`src/rtl/fx_fir_pkg.sv`:
```
// Shared definitions for the time-multiplexed fixed-point FIR.
// Holds default widths, the FSM state encoding and the sign-magnitude helpers
// used by the MAC engine and the output normaliser.
package fx_fir_pkg;

  localparam int unsigned DATA_W_DEF = 16;
  localparam int unsigned COEF_W_DEF = 16;

  typedef enum logic [1:0] {
    IDLE = 2'd0,
    MAC  = 2'd1,
    NORM = 2'd2,
    OUT  = 2'd3
  } fir_state_e;

  // Sign-magnitude value of 'width' bits (sign at width-1) to two's complement.
  function automatic logic signed [63:0] sm_to_tc(input logic [63:0] value,
                                                  input int unsigned width);
    logic [63:0] mag;
    mag = value & ((64'd1 << (width - 1)) - 64'd1);
    if (value[6'(width - 1)]) begin
      return -$signed(mag);
    end
    return $signed(mag);
  endfunction

  // Two's complement to sign-magnitude: |acc| >> shift, saturated to the
  // 'width'-bit magnitude range; a zero magnitude never carries a sign.
  function automatic logic [63:0] tc_to_sm_sat(input logic signed [63:0] acc,
                                               input int unsigned shift,
                                               input int unsigned width);
    logic [63:0] mag;
    logic [63:0] max_mag;
    logic        neg;
    neg     = acc[63];
    mag     = neg ? 64'(-acc) : 64'(acc);
    mag     = mag >> shift;
    max_mag = (64'd1 << (width - 1)) - 64'd1;
    if (mag > max_mag) begin
      mag = max_mag;
    end
    if (mag == 64'd0) begin
      return 64'd0;
    end
    return mag | (64'(neg) << (width - 1));
  endfunction

endpackage

```
`src/rtl/fx_fir_tdm_if.sv`:
```
// Sample stream and coefficient-write bus of fx_fir_tdm.
// master: the side that feeds samples, consumes results and writes coefficients.
// slave : the filter itself.
interface fx_fir_tdm_if
  import fx_fir_pkg::*;
#(
  parameter int unsigned DATA_W = DATA_W_DEF,
  parameter int unsigned COEF_W = COEF_W_DEF,
  parameter int unsigned TAPS   = 30,
  parameter int unsigned BANKS  = 4
) ();

  localparam int unsigned BAND_W = $clog2(BANKS);
  localparam int unsigned ADDR_W = $clog2(TAPS);

  logic              in_valid;
  logic              in_ready;
  logic [DATA_W-1:0] in_data;
  logic [BAND_W-1:0] band_sel;
  logic              out_valid;
  logic              out_ready;
  logic [DATA_W-1:0] out_data;
  logic              coef_we;
  logic [BAND_W-1:0] coef_bank;
  logic [ADDR_W-1:0] coef_addr;
  logic [COEF_W-1:0] coef_data;
  logic              coef_err;

  modport master (
    output in_valid, in_data, band_sel, out_ready,
    output coef_we, coef_bank, coef_addr, coef_data,
    input  in_ready, out_valid, out_data, coef_err
  );

  modport slave (
    input  in_valid, in_data, band_sel, out_ready,
    input  coef_we, coef_bank, coef_addr, coef_data,
    output in_ready, out_valid, out_data, coef_err
  );

endinterface

```
`src/rtl/fx_sm_mac.sv`:
```
// Sign-magnitude multiply-accumulate engine.
// Ports: clk/rst (sync, active-low), clr zeroes the accumulator, en adds x*c,
// x/c sign-magnitude operands, acc two's-complement running sum.
module fx_sm_mac
  import fx_fir_pkg::*;
#(
  parameter int unsigned DATA_W = DATA_W_DEF,
  parameter int unsigned COEF_W = COEF_W_DEF,
  parameter int unsigned ACC_W  = 36
) (
  input  logic              clk,
  input  logic              rst,
  input  logic              clr,
  input  logic              en,
  input  logic [DATA_W-1:0] x,
  input  logic [COEF_W-1:0] c,
  output logic [ACC_W-1:0]  acc
);

  localparam int unsigned PROD_W = DATA_W + COEF_W - 2;

  logic              prod_sign;
  logic [PROD_W-1:0] prod_mag;
  logic [ACC_W-1:0]  prod_tc;

  // Product in sign-magnitude, then widened to the accumulator's two's complement.
  always_comb begin
    prod_sign = x[DATA_W-1] ^ c[COEF_W-1];
    prod_mag  = PROD_W'(x[DATA_W-2:0]) * PROD_W'(c[COEF_W-2:0]);
    prod_tc   = ACC_W'(sm_to_tc(64'({prod_sign, prod_mag}), PROD_W + 1));
  end

  always_ff @(posedge clk) begin
    if (!rst) begin
      acc <= '0;
    end else if (clr) begin
      acc <= '0;
    end else if (en) begin
      acc <= acc + prod_tc;
    end
  end

endmodule

```
`src/rtl/fx_fir_tdm.sv`:
```
// Time-multiplexed multi-bank FIR: one MAC evaluates TAPS products per sample.
// Ports: clk_slow, rst (sync, active-low), bus (sample in/out handshakes and
// coefficient writes, slave side), busy (high while MAC or NORM).
module fx_fir_tdm
  import fx_fir_pkg::*;
#(
  parameter int unsigned DATA_W = DATA_W_DEF,
  parameter int unsigned COEF_W = COEF_W_DEF,
  parameter int unsigned TAPS   = 30,
  parameter int unsigned BANKS  = 4,
  parameter int unsigned ACC_W  = DATA_W + COEF_W + $clog2(TAPS) - 1
) (
  input  logic        clk_slow,
  input  logic        rst,
  fx_fir_tdm_if.slave bus,
  output logic        busy
);

  localparam int unsigned BAND_W = $clog2(BANKS);
  localparam int unsigned ADDR_W = $clog2(TAPS);

  localparam logic [1:0] ST_IDLE = IDLE;
  localparam logic [1:0] ST_MAC  = MAC;
  localparam logic [1:0] ST_NORM = NORM;
  localparam logic [1:0] ST_OUT  = OUT;

  logic [1:0]        state_q;
  logic [1:0]        state_d;
  logic [ADDR_W-1:0] k_q;
  logic [BAND_W-1:0] band_q;
  logic [DATA_W-1:0] dline_q [TAPS];
  logic [COEF_W-1:0] coef_q  [BANKS][TAPS];
  logic [ACC_W-1:0]  acc;

  logic accept_c;
  logic mac_en_c;
  logic last_tap_c;
  logic coef_ok_c;
  logic in_ready_d;
  logic out_valid_d;
  logic busy_d;

  // Next state, strobes and next values of the registered status outputs.
  always_comb begin
    state_d    = state_q;
    accept_c   = 1'b0;
    mac_en_c   = 1'b0;
    last_tap_c = (32'(k_q) == TAPS - 1);
    case (state_q)
      ST_IDLE: begin
        if (bus.in_valid && bus.in_ready) begin
          accept_c = 1'b1;
          state_d  = ST_MAC;
        end
      end
      ST_MAC: begin
        mac_en_c = 1'b1;
        if (last_tap_c) begin
          state_d = ST_NORM;
        end
      end
      ST_NORM: begin
        state_d = ST_OUT;
      end
      ST_OUT: begin
        if (bus.out_ready) begin
          state_d = ST_IDLE;
        end
      end
      default: begin
        state_d = ST_IDLE;
      end
    endcase
    in_ready_d  = (state_d == ST_IDLE);
    out_valid_d = (state_d == ST_OUT);
    busy_d      = (state_d == ST_MAC) || (state_d == ST_NORM);
    // Coefficients may only change while no sample is being computed.
    coef_ok_c   = ((state_q == ST_IDLE) || (state_q == ST_OUT)) &&
                  (32'(bus.coef_addr) < TAPS) && (32'(bus.coef_bank) < BANKS);
  end

  // State register and registered status outputs.
  always_ff @(posedge clk_slow) begin
    if (!rst) begin
      state_q       <= ST_IDLE;
      bus.in_ready  <= 1'b1;
      bus.out_valid <= 1'b0;
      busy          <= 1'b0;
    end else begin
      state_q       <= state_d;
      bus.in_ready  <= in_ready_d;
      bus.out_valid <= out_valid_d;
      busy          <= busy_d;
    end
  end

  // Tap counter: walks k = 0..TAPS-1 during MAC.
  always_ff @(posedge clk_slow) begin
    if (!rst) begin
      k_q <= '0;
    end else if (accept_c) begin
      k_q <= '0;
    end else if (mac_en_c) begin
      k_q <= last_tap_c ? '0 : k_q + ADDR_W'(1);
    end
  end

  // Delay line (index 0 = newest sample) and per-sample bank latch.
  always_ff @(posedge clk_slow) begin
    if (!rst) begin
      band_q <= '0;
      for (int i = 0; i < int'(TAPS); i++) begin
        dline_q[i] <= '0;
      end
    end else if (accept_c) begin
      band_q     <= bus.band_sel;
      dline_q[0] <= bus.in_data;
      for (int i = 1; i < int'(TAPS); i++) begin
        dline_q[i] <= dline_q[i-1];
      end
    end
  end

  // Coefficient register file and rejected-write flag.
  always_ff @(posedge clk_slow) begin
    if (!rst) begin
      bus.coef_err <= 1'b0;
      for (int b = 0; b < int'(BANKS); b++) begin
        for (int t = 0; t < int'(TAPS); t++) begin
          coef_q[b][t] <= '0;
        end
      end
    end else begin
      bus.coef_err <= bus.coef_we && !coef_ok_c;
      if (bus.coef_we && coef_ok_c) begin
        coef_q[bus.coef_bank][bus.coef_addr] <= bus.coef_data;
      end
    end
  end

  // Output sample: normalised and saturated once, then held through OUT.
  always_ff @(posedge clk_slow) begin
    if (!rst) begin
      bus.out_data <= '0;
    end else if (state_q == ST_NORM) begin
      bus.out_data <= DATA_W'(tc_to_sm_sat(64'($signed(acc)), COEF_W - 1, DATA_W));
    end
  end

  fx_sm_mac #(
    .DATA_W (DATA_W),
    .COEF_W (COEF_W),
    .ACC_W  (ACC_W)
  ) u_mac (
    .clk (clk_slow),
    .rst (rst),
    .clr (accept_c),
    .en  (mac_en_c),
    .x   (dline_q[k_q]),
    .c   (coef_q[band_q][k_q]),
    .acc (acc)
  );

endmodule

```
`src/flat_wrapper.sv`:
```
// flat-port wrapper written by rule: the top's interface ports become plain ports
module fx_fir_tdm_flat import fx_fir_pkg::*;
#(
  parameter int unsigned DATA_W = DATA_W_DEF,
  parameter int unsigned COEF_W = COEF_W_DEF,
  parameter int unsigned TAPS   = 30,
  parameter int unsigned BANKS  = 4,
  parameter int unsigned ACC_W  = DATA_W + COEF_W + $clog2(TAPS) - 1
)
  (clk_slow, rst, busy, bus_in_valid, bus_in_data, bus_band_sel, bus_out_ready, bus_coef_we, bus_coef_bank, bus_coef_addr, bus_coef_data, bus_in_ready, bus_out_valid, bus_out_data, bus_coef_err);
  fx_fir_tdm_if #(.DATA_W(DATA_W), .COEF_W(COEF_W), .TAPS(TAPS), .BANKS(BANKS)) bus_i ();
  input  logic clk_slow;
  input  logic rst;
  output logic busy;
  input wire logic [$bits(bus_i.in_valid)-1:0] bus_in_valid;
  input wire logic [$bits(bus_i.in_data)-1:0] bus_in_data;
  input wire logic [$bits(bus_i.band_sel)-1:0] bus_band_sel;
  input wire logic [$bits(bus_i.out_ready)-1:0] bus_out_ready;
  input wire logic [$bits(bus_i.coef_we)-1:0] bus_coef_we;
  input wire logic [$bits(bus_i.coef_bank)-1:0] bus_coef_bank;
  input wire logic [$bits(bus_i.coef_addr)-1:0] bus_coef_addr;
  input wire logic [$bits(bus_i.coef_data)-1:0] bus_coef_data;
  output wire logic [$bits(bus_i.in_ready)-1:0] bus_in_ready;
  output wire logic [$bits(bus_i.out_valid)-1:0] bus_out_valid;
  output wire logic [$bits(bus_i.out_data)-1:0] bus_out_data;
  output wire logic [$bits(bus_i.coef_err)-1:0] bus_coef_err;
  assign bus_i.in_valid = bus_in_valid;
  assign bus_i.in_data = bus_in_data;
  assign bus_i.band_sel = bus_band_sel;
  assign bus_i.out_ready = bus_out_ready;
  assign bus_i.coef_we = bus_coef_we;
  assign bus_i.coef_bank = bus_coef_bank;
  assign bus_i.coef_addr = bus_coef_addr;
  assign bus_i.coef_data = bus_coef_data;
  assign bus_in_ready = bus_i.in_ready;
  assign bus_out_valid = bus_i.out_valid;
  assign bus_out_data = bus_i.out_data;
  assign bus_coef_err = bus_i.coef_err;
  fx_fir_tdm #(.DATA_W(DATA_W), .COEF_W(COEF_W), .TAPS(TAPS), .BANKS(BANKS), .ACC_W(ACC_W)) u_core (.clk_slow(clk_slow), .rst(rst), .bus(bus_i), .busy(busy));
endmodule
```
`config.mk`:
```
export PLATFORM = sky130hd
export DESIGN_NAME = fx_fir_tdm_flat
export DESIGN_NICKNAME = d
export VERILOG_FILES = /design/src/rtl/fx_fir_pkg.sv /design/src/rtl/fx_fir_tdm_if.sv /design/src/rtl/fx_sm_mac.sv /design/src/rtl/fx_fir_tdm.sv /design/src/flat_wrapper.sv
export SDC_FILE = /design/constraint.sdc
export NUM_CORES = 2
export LEC_CHECK = 0
export CAP_MARGIN = 20
export CORE_ASPECT_RATIO = 1.2
export CORE_UTILIZATION = 50
export DETAILED_ROUTE_END_ITERATION = 7
export PLACE_DENSITY = 0.65
export SLEW_MARGIN = 20
export SYNTH_ARGS = -nofsm -noshare
export SYNTH_HDL_FRONTEND = slang
export SYNTH_SLANG_ARGS = --single-unit
```
`constraint.sdc`:
```
create_clock -name clk_slow -period 22.9 [get_ports clk_slow]
set_input_delay 5.725 -clock clk_slow [delete_from_list [all_inputs] [get_ports clk_slow]]
set_output_delay 5.725 -clock clk_slow [all_outputs]
set_load 0.05 [all_outputs]
```
==> impl_metrics.csv <==
group,metric,value,unit
clocking,cts_made_buffers,245,
timing,setup_viol,0,
timing,finalSetupTns,0,ps
worst_setup_path,crit_path_end_kind,"register",
global_routing,track_usage,0.259,
die,rows,198,
yosys,ys_seq_area_frac,0.603,
timing,worst_slew_pin_slew,1220,ps
yosys,synth_top_family_by_area,"simple AND/OR/NAND/NOR gates",
worst_setup_path,critPathRequiredTime,23690,ps
timing,clock_skew,57.1,ps
die,die_area,246000,sq um
die,die_height,543,um
yosys,ys_ff_latch,2472,
detailed_routing,ant_nets,0,
yosys,yosys-top-cells-area,"edfxtp_1 59%, mux4_2 14%, and2_1 12%",
global_routing,grt_overflow_total,0,
yosys,yosys.cell_count.top_type,"and2_1",
yosys,muxShareOfSynthArea,0.146,
min_path,hp-class,"reg2reg",
yosys,synth.top_cells.by_count,"2418 x and2_1, 2400 x edfxtp_1, 740 x mux4_2, 532 x clkbuf_1, 362 x nor2_1",
yosys,avgSynthCellArea,14.9,sq um
die,die_x,453,um
timing,finalHoldViolations,0,
detailed_routing,drc_errors,0,
detailed_routing,drtPass1Iterations,5,
clocking,cts_resized,0,
placement,numPortBuffers,65,
clocking,cts_setup_buffers,0,
outcome,status,"finished clean",
yosys,async_reset_ff_frac,0,
placement,placed_cells,11053,
clocking,cts_hold_buf,0,
yosys,synth_top_area_frac,0.591,
placement,dp_hpwl,197000,um
die,io_pins,66,
placement,place_area,126000,sq um
worst_setup_path,critPathKind,"reg2reg",
min_path,hold_start,"u_core.bus.out_data[3]",
min_path,hold_path_depth,1,
die,core_area,242000,sq um
cells_and_area,layout.nets,8457,
yosys,synth_edf_count,2400,
cells_and_area,fin_util,0.552,
worst_setup_path,cp.buffers_inverters,10,
detailed_routing,vias,68095,
yosys,synth_nets,8556,
yosys,synth_compound_area_frac,0.0222,
yosys,ys.flop_type,"edfxtp_1",
timing,report.final.slew_viol_count,0,
yosys,syn_area,122000,sq um
power,p_leak,48.7,nW
timing,min_period,14510,ps
global_routing,grt_pass1_vias,69461,
clocking,cts.sinks,2472,
timing,fin_crit_sh,0.634,
min_path,hold-path-endpoint,"u_core.bus.out_data[3]",
power,power_density,99.8,nW/um^2
worst_setup_path,rrSetupSlack,8390,ps
timing,grt_setup_unrepaired,"false",
cells_and_area,syn_to_final_growth,9.75,%
worst_setup_path,r2r_cells,41,
timing,max_slew_margin,0.185,
clocking,cts_tree,"built",
power,ir_drop,0.000161,V
detailed_routing,initialDrtViolationCount,7028,
yosys,synth_largest_area_cell,"edfxtp_1",
yosys,ys_warn_count,0,
global_routing,antenna_found_initial,9,
worst_setup_path,critPathSlowestCell,"dfxtp_4",
power,power.total,13.3,mW
worst_setup_path,crit_arrival,15310,ps
yosys,ys_types,90,
detailed_routing,wl_per_cell,27.5,um
worst_setup_path,critPathMaxStageDelay,790,ps
worst_setup_path,cp_top_family,"adder cells",
yosys,yosys.area_share.adder,0.0421,
clocking,clk_pin_slew,70,ps
cells_and_area,num-fill-cells,19166,
global_routing,grt_max_degree,190,
clocking,cts_buffer_depth,4,
worst_setup_path,start_kind,"register",
clocking,root_buffer,"clkbuf_16",
global_routing,grt_pass1_wl,469000,um
cells_and_area,drive_gt1_frac,0.181,
detailed_routing,drt_wl_total,316000,um
die,start_util,0.503,
cells_and_area,design_area,134000,sq um
clocking,clock_latency,950,ps
detailed_routing,avgViaCountPerCell,5.92,
worst_setup_path,crit_fanout,36,
cells_and_area,layout.cells.non_filler,11507,
placement,gp_congestion,0.855,
worst_setup_path,worstReg2RegEnd,"u_core.u_mac.acc[35]",
run,cap_violations,0,
clocking,htreeDepth,4,
yosys,synth-xor-area-share,0.00676,
yosys,syn_inst,8201,
timing,max_freq,68.9,MHz
yosys,synthSimpleGateAreaFrac,0.151,
[logic make-up after synthesis]
group / Yosys count
AOI/OAI and AO/OA: 446
xor gates and xnor gates: 94
adders and majority gates: 309
buffers and inverters: 893
DFF: 2472
muxes: 844
and+or+nand+nor: 3143
[through the flow]
| step | hold slack, ps | worst slack (ps) |
|---|---|---|
| final | 482 | 8390 |
| after global placement | 466 | 8130 |
| after CTS | 482 | 8300 |
| after floorplan | 443 | 2470 |
| after global routing | 505 | 7460 |
| after detailed placement | 464 | 8280 |
[flip-flops by register name (all words and copies together) (netlist names), named ones only]
register,count
u_core.k_q,5
u_core.band_q,2
u_core.dline_q,480
u_core.bus.in_ready,1
u_core.bus.coef_err,1
u_core.coef_q,1920
u_core.busy,1
u_core.bus.out_data,16
u_core.u_mac.acc,36
u_core.bus.out_valid,1
u_core.state_q,2
[worst max-delay path by stage]
stage             start                    to  slack [ps]  cells after the start
3_3_place_gp   register  u_core.u_mac.acc[35]        8130                     40
3_5_place_dp   register  u_core.u_mac.acc[35]        8280                     41
5_1_grt        register  u_core.u_mac.acc[35]        7460                     41
2_1_floorplan       rst              register        2470                      5
4_1_cts        register  u_core.u_mac.acc[35]        8300                     41
6_report       register  u_core.u_mac.acc[35]        8390                     41
[metal layers]
metal	track usage	routed length, um	vias up
met1	0.344	125000	35501
met4	0.103	13200	2
li1	-	-	29551
met5	0	10	-
met2	0.434	158000	2466
met3	0.0325	19500	575
[where the power goes]
part	internal (mW)	leakage [nW]	total [mW]	switching (mW)
clock network	2.21	3.74	3.95	1.74
logic	1.62	19.5	4.05	2.43
registers	5.22	25.4	5.34	0.120
total	9.06	48.7	13.3	4.29
[layout by cell type (no fill, tap or decap), types with 51 or more instances in the layout]
| master | Yosys | final |
|---|---|---|
| a21oi_1 | 103 | 103 |
| and2_1 | 2418 | 2418 |
| buf_4 | 20 | 260 |
| clkbuf_1 | 532 | 51 |
| clkbuf_16 | 0 | 247 |
| clkinv_1 | 2 | 60 |
| dfxtp_1 | 72 | 63 |
| edfxtp_1 | 2400 | 2400 |
| fa_1 | 168 | 168 |
| ha_1 | 141 | 140 |
| inv_1 | 223 | 222 |
| mux2i_1 | 76 | 72 |
| mux4_2 | 740 | 740 |
| nand2_1 | 163 | 162 |
| nor2_1 | 362 | 291 |
| nor2_2 | 0 | 70 |
| o21ai_1 | 19 | 139 |
[final cells by class]
type                       instances  area, sq um  area share
timing repair buffer             315         2560      0.0191
multi-input combinational       4836        45100       0.337
antenna                            7         17.5    0.000131
inverter                         232          883     0.00661
clock buffer                     301         6410      0.0480
clock inverter                   144         1260     0.00940
tap                             3200         4000      0.0299
sequential                      2472        73500       0.550
No activity file was read; power rests on OpenSTA's default activity.
